<file path="config.mk">
export PLATFORM = sky130hd
export DESIGN_NAME = sent_rx_edge_capture
export DESIGN_NICKNAME = d
export VERILOG_FILES = /design/src/rtl/sent_rx_pkg.sv /design/src/rtl/sent_rx_edge_capture_filter.sv /design/src/rtl/sent_rx_edge_capture.sv
export SDC_FILE = /design/constraint.sdc
export NUM_CORES = 1
export LEC_CHECK = 0
export CAP_MARGIN = 10
export CORE_MARGIN = 4
export CORE_UTILIZATION = 45
export DETAILED_ROUTE_END_ITERATION = 8
export PLACE_DENSITY = 0.67
export SETUP_SLACK_MARGIN = 0.3
export SYNTH_ARGS = -nofsm -noshare
export SYNTH_HDL_FRONTEND = slang
export SYNTH_HIERARCHICAL = 1
export SYNTH_SLANG_ARGS = --single-unit
</file>
<file path="constraint.sdc">
create_clock -name clk_rx -period 1.8 [get_ports clk_rx]
set_input_delay 0.18 -clock clk_rx [delete_from_list [all_inputs] [get_ports clk_rx]]
set_output_delay 0.18 -clock clk_rx [all_outputs]
set_load 0.02 [all_outputs]
</file>
<file path="src/rtl/sent_rx_pkg.sv">
// Shared types and constants for the SENT receive front-end.
package sent_rx_pkg;
  localparam int CNT_WIDTH_DEFAULT = 16;
  localparam int SENT_LOW_MIN      = 4;

  typedef enum logic {IDLE, MEASURE} state_t;
endpackage

</file>
<file path="src/rtl/sent_rx_edge_capture_filter.sv">
// Two-flop synchroniser plus FILT_LEN-sample glitch filter (module sent_rx_glitch_filter).
// Produces the filtered level and registered single-cycle fall/rise strobes.
module sent_rx_glitch_filter #(
  parameter int FILT_LEN = 3
) (
  input  logic clk_rx,
  input  logic reset_n_rx,
  input  logic sent_rx_i,
  output logic level,
  output logic fall,
  output logic rise
);
  localparam int FW = (FILT_LEN > 1) ? $clog2(FILT_LEN) : 1;
  localparam logic [FW-1:0] LAST = FW'(FILT_LEN - 1);
  localparam logic [FW-1:0] ONE  = FW'(1);

  logic          sync_p0, sync_p1;
  logic [FW-1:0] cnt_q, cnt_d;
  logic          level_d;

  always_comb begin
    level_d = level;
    cnt_d   = '0;
    if (sync_p1 != level) begin
      if (cnt_q == LAST) level_d = ~level;
      else               cnt_d   = cnt_q + ONE;
    end
  end

  always_ff @(posedge clk_rx or negedge reset_n_rx) begin
    if (!reset_n_rx) begin
      sync_p0 <= 1'b1;
      sync_p1 <= 1'b1;
      cnt_q   <= '0;
      level   <= 1'b1;
      fall    <= 1'b0;
      rise    <= 1'b0;
    end else begin
      sync_p0 <= sent_rx_i;
      // synchroniser -> filter stage boundary
      sync_p1 <= sync_p0;
      cnt_q   <= cnt_d;
      level   <= level_d;
      fall    <= level & ~level_d;
      rise    <= ~level & level_d;
    end
  end
endmodule

</file>
<file path="src/rtl/sent_rx_edge_capture.sv">
// SENT receive front-end: filtered falling-edge period measurement, sync-window flag, idle timeout.
// Optional low-phase width check enabled by defining SENT_RX_LOW_TIME_CHECK_EN.
module sent_rx_edge_capture
  import sent_rx_pkg::*;
#(
  parameter int                   CNT_WIDTH = CNT_WIDTH_DEFAULT,
  parameter int                   FILT_LEN  = 3,
  parameter logic [CNT_WIDTH-1:0] SYNC_MIN  = CNT_WIDTH'(50),
  parameter logic [CNT_WIDTH-1:0] SYNC_MAX  = CNT_WIDTH'(62),
  parameter logic [CNT_WIDTH-1:0] TIMEOUT   = CNT_WIDTH'(4000)
) (
  input  logic                 clk_rx,
  input  logic                 reset_n_rx,
  input  logic                 sent_rx_i,
  output logic [CNT_WIDTH-1:0] period_o,
  output logic                 period_valid_o,
  output logic                 sync_flag_o,
  output logic                 timeout_o,
  output logic                 line_level_o,
  output logic                 low_err_o
);
  localparam logic [CNT_WIDTH-1:0] CNT_ONE = CNT_WIDTH'(1);

  function automatic logic in_sync_window(input logic [CNT_WIDTH-1:0] p);
    return (p >= SYNC_MIN) && (p <= SYNC_MAX);
  endfunction

  logic level, fall, rise;

  sent_rx_glitch_filter #(.FILT_LEN(FILT_LEN)) u_filter (
    .clk_rx     (clk_rx),
    .reset_n_rx (reset_n_rx),
    .sent_rx_i  (sent_rx_i),
    .level      (level),
    .fall       (fall),
    .rise       (rise)
  );

  assign line_level_o = level;

  state_t               state_q, state_d;
  logic [CNT_WIDTH-1:0] cnt_q, cnt_d;
  logic                 emit, expire;

  // A fall on the same cycle the counter hits TIMEOUT still yields a period.
  always_comb begin
    state_d = state_q;
    cnt_d   = cnt_q;
    emit    = 1'b0;
    expire  = 1'b0;
    case (state_q)
      IDLE: begin
        cnt_d = '0;
        if (fall) begin
          state_d = MEASURE;
          cnt_d   = CNT_ONE;
        end
      end
      MEASURE: begin
        if (fall) begin
          emit  = 1'b1;
          cnt_d = CNT_ONE;
        end else if (cnt_q == TIMEOUT) begin
          expire  = 1'b1;
          state_d = IDLE;
          cnt_d   = '0;
        end else begin
          cnt_d = cnt_q + CNT_ONE;
        end
      end
      default: state_d = IDLE;
    endcase
  end

  always_ff @(posedge clk_rx or negedge reset_n_rx) begin
    if (!reset_n_rx) begin
      state_q        <= IDLE;
      cnt_q          <= '0;
      period_o       <= '0;
      period_valid_o <= 1'b0;
      sync_flag_o    <= 1'b0;
      timeout_o      <= 1'b0;
    end else begin
      state_q        <= state_d;
      cnt_q          <= cnt_d;
      // measurement -> output register stage boundary
      period_valid_o <= emit;
      timeout_o      <= expire;
      if (emit) begin
        period_o    <= cnt_q;
        sync_flag_o <= in_sync_window(cnt_q);
      end
    end
  end

`ifdef SENT_RX_LOW_TIME_CHECK_EN
  logic [2:0] low_cnt_q;

  always_ff @(posedge clk_rx or negedge reset_n_rx) begin
    if (!reset_n_rx) begin
      low_cnt_q <= '0;
      low_err_o <= 1'b0;
    end else begin
      low_err_o <= rise && (low_cnt_q < 3'(SENT_LOW_MIN));
      if (fall)                          low_cnt_q <= 3'd1;
      else if (!level && low_cnt_q != 3'd7) low_cnt_q <= low_cnt_q + 3'd1;
    end
  end
`else
  logic unused_rise;
  assign unused_rise = rise;
  assign low_err_o   = 1'b0;
`endif
endmodule

</file>
# Yosys cells after proc, flatten, opt, wreduce, memory -nomap -nowiden
# Index checks and enable logic that the tools add are counted.
# op_classes
addsub	2
magnitude_cmp	2
reduce_logical	1
muxes	16
bitwise_logic	4
n_eq_ne	3
# ops
op	count
16-bit two-way mux	2
16-bit case mux with 2 select lines	1
16-bit by 1-bit adder with 16-bit output, second input constant	1
16-bit by 12-bit == test with 1-bit output, second input constant	1
16-bit by 6-bit greater-or-equal comparator with 1-bit output, second input constant	1
16-bit by 6-bit less-or-equal comparator with 1-bit output, second input constant	1
1-bit two-way mux	10
2-bit two-way mux	2
1-bit NOT	3
2-bit by 1-bit adder with 2-bit output, second input constant	1
2-bit == test, second input constant	1
1-bit case mux with 2 select lines	1
1-bit AND	1
1-bit logical AND	1
1-bit != test	1
# totals
register_bits	42
inputBits	3
output_inout_bits	21
wordCells	39

# Longest topological paths before layout
# Gate-level depths: netlist of run 1.
# depth
ltp_word	5
mapped_depth	7
mapped_depth_nobuf	6

# By module
# Netlist of run 1, hierarchy kept.
# by_module_without_submodules
module	area_each_um2	instances	seq_area_each_um2	cells_each
sent_rx_edge_capture	1580.3	1	900.9	141
sent_rx_glitch_filter	244.0	1	178.9	14

# Worst setup path after synthesis of run 1
# No wires, ideal clock.
# synth_timing
kind	reg2reg
from	reg, netlist name cnt_q[12]
to	reg, netlist name cnt_q[10]
t_required_ps	1681
path_slack_ps	123
path_buffers	1
t_arrival_ps	1558
period_less_slack_ps	1677
path_stages_with_launch	6
path_cell_list	dfrtp_1 or4_4 nor4_4 a21bo_2 buf_6 nor2_1

==> flow_metrics.env, run 1 <==
export IMPL_outcome="complete, no violations"
export IMPL_crit_path_start_kind="flop"
export IMPL_post_place_cells=221
export IMPL_period_needed_ps=1724
export IMPL_fmax_ghz=0.5799
export IMPL_skew_ps=4.211
export IMPL_p_int_uw=1707
export IMPL_cts_buffers=5
export IMPL_drc=0
export IMPL_dpl_cell_area_sq_um=2085
export IMPL_rsz0062_at_grt="true"
export IMPL_diodes=0
export IMPL_setup_ws_ps=75.66
export IMPL_power_share_switching_pct=27.90
export IMPL_viasPerCell=5.173
export IMPL_drt_iter0_markers=74
export IMPL_r2r_end="cnt_q[0]$_DFF_PN0_"
export IMPL_antenna_found_initial=0
export IMPL_fp_dieArea_sq_um=5055
export IMPL_worstPathArrival_ps=1910
export IMPL_critical_path_required_ps=1990
export IMPL_final_area_sq_um=2321
export IMPL_cts_tree="done"
export IMPL_p_leak_uw=0.001033
export IMPL_clkPwrFrac_pct=30.7
export IMPL_drt_pass1_iter_count=4
export IMPL_grt_pass1_wl_microns=6134
export IMPL_reg2reg_from="cnt_q[6]$_DFF_PN0_"
export IMPL_grt_max_degree=24
export IMPL_min_from="sent_rx_i"
export IMPL_holdPathStages=1
export IMPL_p_comb_share_pct=21.0
export IMPL_wl_per_cell_microns=14.67
export IMPL_ios=24
export IMPL_syn_mean_instance_area_sq_um=11.71
export IMPL_grt_total_usage_pct=15.59
export IMPL_ir_drop_v=0.0007901
export IMPL_fp_row_count=22
export IMPL_die_h_microns=71.10
export IMPL_dp_slack_ps=45.77
export IMPL_ctsRootBufferMaster="clkbuf_8"
export IMPL_rrSetupSlack_ps=80
export IMPL_wl_microns=3477
export IMPL_crit_fanout=4
export IMPL_core_area_sq_um=3744
export IMPL_die_w_microns=71.10
export IMPL_antenna_left=0
export IMPL_cts_buffer_depth=2
export IMPL_final_cells=237
export IMPL_synth_area_sq_um=1792
export IMPL_finalSetupViolCount=0
export IMPL_place_congestion=0.8202
export IMPL_synth_net_count=159
export IMPL_synth_warnings=6
export IMPL_finalSetupTns_ps=0
export IMPL_insertion_delay_ps=300
export IMPL_drive_gt1_share_pct=25.40
export IMPL_hold_viol=0
export IMPL_vias=1226
export IMPL_cp_end_kind="flop"
export IMPL_final_period_utilization_pct=95.80
export IMPL_grt_overflow=0
export IMPL_drv_cap=0
export IMPL_area_growth_pct=29.54
export IMPL_clk_pin_slew_worst_paths_ps=80
export IMPL_port_buffers=22
export IMPL_cp_startpoint="cnt_q[6]$_DFF_PN0_"
export IMPL_hold_path_class="input pin to flop"
export IMPL_synthCells=153
export IMPL_htreeDepth=2
export IMPL_num_fill_cells=314
export IMPL_min_to="u_filter/sync_p0$_DFF_PN1_"
export IMPL_clkSinkCount=42
export IMPL_dp_hpwl_microns=2367
export IMPL_r2r_cells=4
export IMPL_slew_viol_final=0
export IMPL_power_density_nw_per_um2=1020
export IMPL_grt_pass1_vias=1296
export IMPL_total_power_uw=2368
export IMPL_initial_core_util_pct=47.86
export IMPL_pwr_share_seq_pct=48.3
export IMPL_path_class="flop to flop"
export IMPL_p_switching_uw=660.6
export IMPL_final_nets=194
final cells by class:
cell class	instances	area, sq um	area share [%]
Clock buffer	6	72.57	3.127
Clock inverter	2	37.54	1.617
Inverter	6	22.52	0.9703
Timing Repair Buffer	32	321.6	13.85
Sequential cell	42	1055	45.44
Tap cell	48	60.06	2.588
Multi-Input combinational cell	101	752.0	32.40
critical path, cell delays in order, from the launching register on:
cell and delay [ps]:
dfrtp_1 400, or4_4 570, nor4_4 300, nand2_2 130, a31o_2 220
layout by cell type (no fill, tap or decap), types with 2 or more instances in the layout:
cell and instances:
inv_1 6, ha_1 3, nand2_1 12, mux2_2 11, nor2_1 12, o21ai_0 5
clkdlybuf4s50_1 18, dfrtp_1 39, buf_12 2, nand3_1 5, clkbuf_8 5, nor4_2 2
nor3_1 5, buf_4 7, nor4_1 5, nor3b_1 2, nor2_2 6, dfstp_2 3
nor4_4 2, and3_1 2, a21bo_4 2, dlymetal6s2s_1 2, xnor2_1 14, nand4_1 4
power by group through the flow:
stage	Combinational [uW]	Clock (uW)	Sequential, uW
after global routing	549	784	1160
after global placement	434	0	1150
after CTS	482	745	1140
after detailed placement	442	0	1160
final	496	728	1140
after floorplan	302	0	1170
routing by layer:
metal / global-route usage (%) / wire length [microns]
met5: 0 / 0
met3: 4.830 / 203
met4: 6.263 / 55
met1: 18.81 / 1499
met2: 25.95 / 1719
stage by stage:
step | hold slack, ps | util (%)
finish | 293.1 | 62.00
CTS | 288.5 | 60.49
detailed placement | 158.8 | 55.68
global placement | 155.5 | 55.68
floorplan | -115.6 | -
global route | 297.4 | 62.00
worst max path at each step:
stage | to | slack [ps] | cells past startpoint
final | cnt_q[0]$_DFF_PN0_ | 80 | 4
after global routing | cnt_q[0]$_DFF_PN0_ | 20 | 4
after CTS | cnt_q[4]$_DFF_PN0_ | 100 | 4
after detailed placement | cnt_q[3]$_DFF_PN0_ | 50 | 4
after global placement | cnt_q[2]$_DFF_PN0_ | 140 | 4
after floorplan | cnt_q[10]$_DFF_PN0_ | 210 | 5
repair_timing:
item                                   in CTS  in global routing
buffers inserted                            3                  3
pin swaps                                   4                  5
setup endpoints to repair                  19                 20
endpoints found under the hold margin      19                  0
gates resized for setup                     7                  9
hold buffers                                1                  0
cloned                                      1                  0
registers in the layout, summed over array words and instances, names as in the netlist:
signal / cells
state_q: 1
u_filter/fall: 1
sync_flag_o: 1
timeout_o: 1
u_filter/sync_p0: 1
cnt_q: 16
period_valid_o: 1
u_filter/cnt_q: 2
period_o: 16
u_filter/sync_p1: 1
u_filter/level: 1
No activity file was read; power rests on OpenSTA's default activity.
==> inputs of run 2 (changes only) <==
--- a/config.mk
+++ b/config.mk
@@ -7,9 +7,9 @@
 export LEC_CHECK = 0
 export CAP_MARGIN = 10
 export CORE_MARGIN = 4
-export CORE_UTILIZATION = 45
+export CORE_UTILIZATION = 54
 export DETAILED_ROUTE_END_ITERATION = 8
-export PLACE_DENSITY = 0.67
+export PLACE_DENSITY = 0.78
 export SETUP_SLACK_MARGIN = 0.3
 export SYNTH_ARGS = -nofsm -noshare
 export SYNTH_HDL_FRONTEND = slang
==> run 2 against run 1 <==
  * Register-to-register slack improved by 50 ps
  * Critical path depth did not move
  * Cell count fell by 1.7%
  * Sequential power barely moved
  * Global-route usage rose by 2.3 points
  * Clock power fell by 39%
  * Worst setup slack improved by 48 ps
  * First-iteration DRC count fell by 30%
  * Non-clock buffer count did not move
  * Hold slack got worse by 62 ps
  * Total power fell by 12%
  * Largest power group unchanged
  * Highest routed layer unchanged
==> flow_metrics.env, run 2 (same netlist as run 1, synthesis figures left out) <==
export IMPL_diodes=0
export IMPL_cp_slowest_cell="or4_4"
export IMPL_wl_per_cell_microns=15.02
export IMPL_wl_met2_microns=1738
export IMPL_viasPerCell=5.270
export IMPL_crit_chain="or4_4, nor4_4, nand2_1, a31o_2"
export IMPL_fp_dieArea_sq_um=4303
export IMPL_path_class="flop to flop"
export IMPL_wl_microns=3500
export IMPL_hold_path_class="input pin to flop"
export IMPL_min_to="u_filter/sync_p0$_DFF_PN1_"
export IMPL_final_cell_mix="39 x dfrtp_1, 14 x xnor2_1, 14 x nor2_1, 14 x dlygate4sd2_1, 13 x nand2_1"
export IMPL_r2r_end="cnt_q[0]$_DFF_PN0_"
export IMPL_ctsRootBufferMaster="clkbuf_4"
export IMPL_p_switching_uw=648.7
export IMPL_grt_overflow=0
export IMPL_rrSetupSlack_ps=120
export IMPL_ir_drop_v=0.0007433
export IMPL_min_from="sent_rx_i"
export IMPL_p_int_uw=1424
export IMPL_insertion_delay_ps=360
export IMPL_initial_core_util_pct=57.74
export IMPL_drv_cap=0
export IMPL_dp_hpwl_microns=2191
export IMPL_core_area_sq_um=3103
export IMPL_pwr_share_seq_pct=55.3
export IMPL_r2r_cells=4
export IMPL_area_growth_pct=24.72
export IMPL_drive_gt1_share_pct=24.34
export IMPL_cts_buffer_depth=2
export IMPL_fmax_ghz=0.5965
export IMPL_dp_slack_ps=65.79
export IMPL_grt_pass1_vias=1227
export IMPL_antenna_left=0
export IMPL_vias=1228
export IMPL_final_period_utilization_pct=93.13
export IMPL_clk_pin_slew_worst_paths_ps=110
export IMPL_final_nets=194
export IMPL_crit_path_start_kind="flop"
export IMPL_outcome="complete, no violations"
export IMPL_setup_ws_ps=123.7
export IMPL_final_core_util_pct=72.02
export IMPL_clkSinkCount=42
export IMPL_fp_row_count=20
export IMPL_wl_met1_microns=1530
export IMPL_p_leak_uw=0.001149
export IMPL_place_congestion=0.7994
export IMPL_final_common_cell="dfrtp_1"
export IMPL_grt_pass1_wl_microns=5644
export IMPL_finalSetupTns_ps=0
export IMPL_rsz0062_at_grt="true"
export IMPL_skew_ps=11.05
export IMPL_antenna_found_initial=0
export IMPL_max_stage_delay_ps=570
export IMPL_drt_iter0_markers=52
export IMPL_ios=24
export IMPL_grt_total_usage_pct=17.93
export IMPL_finalSetupViolCount=0
export IMPL_power_share_switching_pct=31.29
export IMPL_drc=0
export IMPL_drt_pass1_iter_count=4
export IMPL_p_comb_share_pct=23.3
export IMPL_total_power_uw=2073
export IMPL_tightest_slew_ps=522.2
export IMPL_cp_end_kind="flop"
export IMPL_top_layer="met4"
export IMPL_htreeDepth=2
export IMPL_port_buffers=22
export IMPL_slew_viol_final=0
export IMPL_reg2reg_from="cnt_q[6]$_DFF_PN0_"
export IMPL_reg_largest_list="cnt_q: 16 flops, period_o: 16 flops, u_filter/cnt_q: 2 flops"
export IMPL_worstPathArrival_ps=1930
export IMPL_power_density_nw_per_um2=927.7
export IMPL_holdPathStages=1
export IMPL_clkPwrFrac_pct=21.4
export IMPL_die_w_microns=65.60
export IMPL_cts_tree="done"
export IMPL_max_slew_margin_pct=65.19
export IMPL_period_needed_ps=1676
export IMPL_grt_max_degree=43
export IMPL_hold_viol=0
export IMPL_die_h_microns=65.60
export IMPL_wl_met3_microns=177
export IMPL_crit_fanout=4
export IMPL_critical_path_required_ps=2050
export IMPL_cts_buffers=5
==> run 2: how the worst max path moves through the flow <==
stage                                  start                  end  slack (ps)  depth (start not counted)
after floorplan           cnt_q[6]$_DFF_PN0_  cnt_q[10]$_DFF_PN0_         210                          5
after global placement    cnt_q[6]$_DFF_PN0_   cnt_q[2]$_DFF_PN0_         150                          4
after detailed placement  cnt_q[6]$_DFF_PN0_   cnt_q[4]$_DFF_PN0_          70                          4
after CTS                 cnt_q[6]$_DFF_PN0_   cnt_q[0]$_DFF_PN0_         150                          4
after global routing      cnt_q[6]$_DFF_PN0_   cnt_q[5]$_DFF_PN0_          20                          4
final                     cnt_q[6]$_DFF_PN0_   cnt_q[0]$_DFF_PN0_         120                          4
==> run 2: timing repair <==
| action | CTS | global route |
|---|---|---|
| setup buffers | 4 | 2 |
| gates cloned | 1 | 0 |
| hold buffers | 1 | 0 |
| endpoints found under the setup margin | 31 | 24 |
| hold endpoints to repair | 39 | 0 |
| gates resized for setup | 18 | 15 |
| pin swaps | 6 | 4 |
==> run 2: metrics by stage <==
stage	area (sq um)	cells	hold slack, ps
4_1_cts	2160	231	235.3
6_report	2235	233	231.2
5_1_grt	2235	233	207.2
2_1_floorplan	1792	153	-115.6
3_5_place_dp	2054	217	271.6
3_3_place_gp	2054	217	260.9
==> run 2: final cells by class <==
type                       instances  area (sq um)
fill                             228         868.3
inverter                           6         22.52
multi-input combinational        101         763.2
timing repair buffer              32         290.3
sequential                        42          1055
clock buffer                       8         48.80
tap                               44         55.05
==> run 2: layer usage <==
layer  track usage, %  vias up
met5                0        -
met3            6.667        7
li1                 -      585
met1            21.65      604
met2            29.08       32
met4            6.995        0
==> run 2: worst max-delay path, delay by kind of cell (launching register included) <==
| family | cells | cell delay (ps) |
|---|---|---|
| AND/OR/NAND/NOR | 3 | 960 |
| flip-flops | 1 | 400 |
| AO/OA/AOI/OAI | 1 | 220 |
==> run 2: power by group through the flow <==
stage                     Clock (uW)  Combinational (uW)  Sequential (uW)
final                            443                 483             1150
after global routing             508                 525             1160
after CTS                        448                 466             1140
after detailed placement           0                 439             1160
after global placement             0                 425             1150
after floorplan                    0                 302             1170
==> patch (config.mk and constraints of run 1) <==
Register the input `sent_rx_i` before use, cleared by the reset. The logic sees it one clock later.
--- a/src/rtl/sent_rx_edge_capture.sv
+++ b/src/rtl/sent_rx_edge_capture.sv
@@ -21,6 +21,16 @@
 );
   localparam logic [CNT_WIDTH-1:0] CNT_ONE = CNT_WIDTH'(1);
 
+  logic sent_rx_q;
+
+  always_ff @(posedge clk_rx or negedge reset_n_rx) begin
+    if (!reset_n_rx) begin
+      sent_rx_q <= '0;
+    end else begin
+      sent_rx_q <= sent_rx_i;
+    end
+  end
+
   function automatic logic in_sync_window(input logic [CNT_WIDTH-1:0] p);
     return (p >= SYNC_MIN) && (p <= SYNC_MAX);
   endfunction
@@ -30,7 +40,7 @@
   sent_rx_glitch_filter #(.FILT_LEN(FILT_LEN)) u_filter (
     .clk_rx     (clk_rx),
     .reset_n_rx (reset_n_rx),
-    .sent_rx_i  (sent_rx_i),
+    .sent_rx_i  (sent_rx_q),
     .level      (level),
     .fall       (fall),
     .rise       (rise)
Behaviour: not the same (Yosys sat finds a counterexample within 10 cycles, from zero or initial values and one cycle with reset_n_rx low).
==> patch against run 1 <==
  * Cell area is 4.6% higher
  * Cell count increased by 1.7%
  * Sequential cell count up 1
  * Highest routed layer unchanged
  * Power rose by 4.4%
  * Setup slack improved by 0.042 ns
  * Routed wire length up 4.6%
  * Clock skew up 0.0024 ns
  * Synthesized area rose by 1.4%
  * Hold slack better by 0.029 ns
==> patch: results (changes against run 1) <==
initial antenna violation count=0 (unchanged); final setup TNS=0 ns (unchanged); leakage=0.001042 µW (+0.89%); met3 wire length=190 µm (-6.4%); maximum vdd drop=0.8012 mV (+1.4%); Total GRT Usage=14.98% (-0.61 points); Layout Skew=0.006638 ns (+0.002427 ns); Reg clk slew, reported paths=0.08 ns (about the same); Placement Setup Slack=0.04365 ns (-0.002119 ns); n_diodes=0 (unchanged); critical path's slowest cell=or4_4; fin nets=198 (+2.1%); M1 GR Usage=18.88% (+0.067 points); CTS Root Cell=clkbuf_8; first-pass GRT wire length=5947 µm (-3.0%); Top Metal Used=met4; gpl congestion=0.8073 (-1.6%); clk buf depth=2 (unchanged); fill count=277 (-12%); Post-Syn Instances=154 (+0.65%); status=finished, final reports clean; share of layout cells above drive strength 1=33.68% (+8.3 points); CP peak stage delay=0.56 ns; WL met2=1825 µm (+6.2%); placed cell area=0.002112 mm² (+1.3%); port bufs=22 (unchanged); Clock Latency Late Sink=0.30 ns (about the same); yosys warns=6 (unchanged); vias in the first global route=1261 (-2.7%); M2 GR Usage=23.98% (-2.0 points); TritonCTS Buffers=5 (unchanged); CP Data Arrival Time=1.88 ns (-0.03 ns); R2R depth=5 (+1); Hold Crit Class=in2reg; wl on met1=1551 µm (+3.5%); final WL=3637 µm (+4.6%); H-tree depth=2 (unchanged); Inst Count DP=224 (+1.4%); largest registers=cnt_q: 16 flops, period_o: 16 flops, u_filter/cnt_q: 2 flops; vias per cell=5.237 (+1.2%); met3 Usage GRT=4.769% (-0.061 points); largest net degree at the start of global routing=44 (+83%); drt initial violations=96 (+30%); worst-path fanout max=3 (-1); hold path depth=1 (unchanged); TritonRoute pass-1 iters=4 (unchanged); CP top delay family=simple AND/OR/NAND/NOR gates; WL/cell=15.09 µm (+2.9%); Post-DP HPWL=2241 µm (-5.3%); net count after synthesis=160 (+0.63%)
-- patch: through the flow --
| step | hold WS, ns | total power (µW) |
|---|---|---|
| after floorplan | -0.1156 | 1487 |
| after global placement | 0.1678 | 1598 |
| after detailed placement | 0.1723 | 1618 |
| after CTS | 0.3155 | 2420 |
| after global routing | 0.3212 | 2598 |
| final | 0.3220 | 2472 |
-- patch: what timing repair did --
item | CTS | global route
hold buffers | 1 | 0
gates resized for setup | 9 | 21
cloned | 1 | 0
pin swaps | 8 | 3
buffers inserted | 3 | 4
setup endpoints to repair | 18 | 22
endpoints found under the hold margin | 40 | 0
-- patch: area by class of cell --
type	count	area, µm²	area share, %
timing repair buffer	35	326.6	13.45
multi-input combinational	101	820.8	33.81
inverter	6	22.52	0.9278
tap	48	60.06	2.474
clock inverter	2	35.03	1.443
sequential	43	1080	44.48
clock buffer	6	82.58	3.402
-- patch: worst register-to-register path, delay by kind of cell, from the launching register on --
family / cells / cell delay, ns
simple gates: 3 / 0.79
flops: 1 / 0.39
compound gates: 1 / 0.22
buf+inv: 1 / 0.19
-- patch: where the power goes --
group	internal (µW)	total, µW	switching [µW]
clock network	449	764	316
logic	269	531	261
registers	1070	1180	109
total	1790	2470	685
-- patch: final timing paths --
check                                 start          endpoint  slack, ns
setup reg to reg                   cnt_q[6]          cnt_q[0]       0.12
min in group asynchronous        reset_n_rx       period_o[2]       0.38
hold / removal                    sent_rx_i         sent_rx_q       0.32
max in group asynchronous        reset_n_rx  u_filter/sync_p0       1.15
setup / recovery                   cnt_q[6]          cnt_q[0]       0.12
hold reg to reg            u_filter/sync_p0  u_filter/sync_p1       0.36
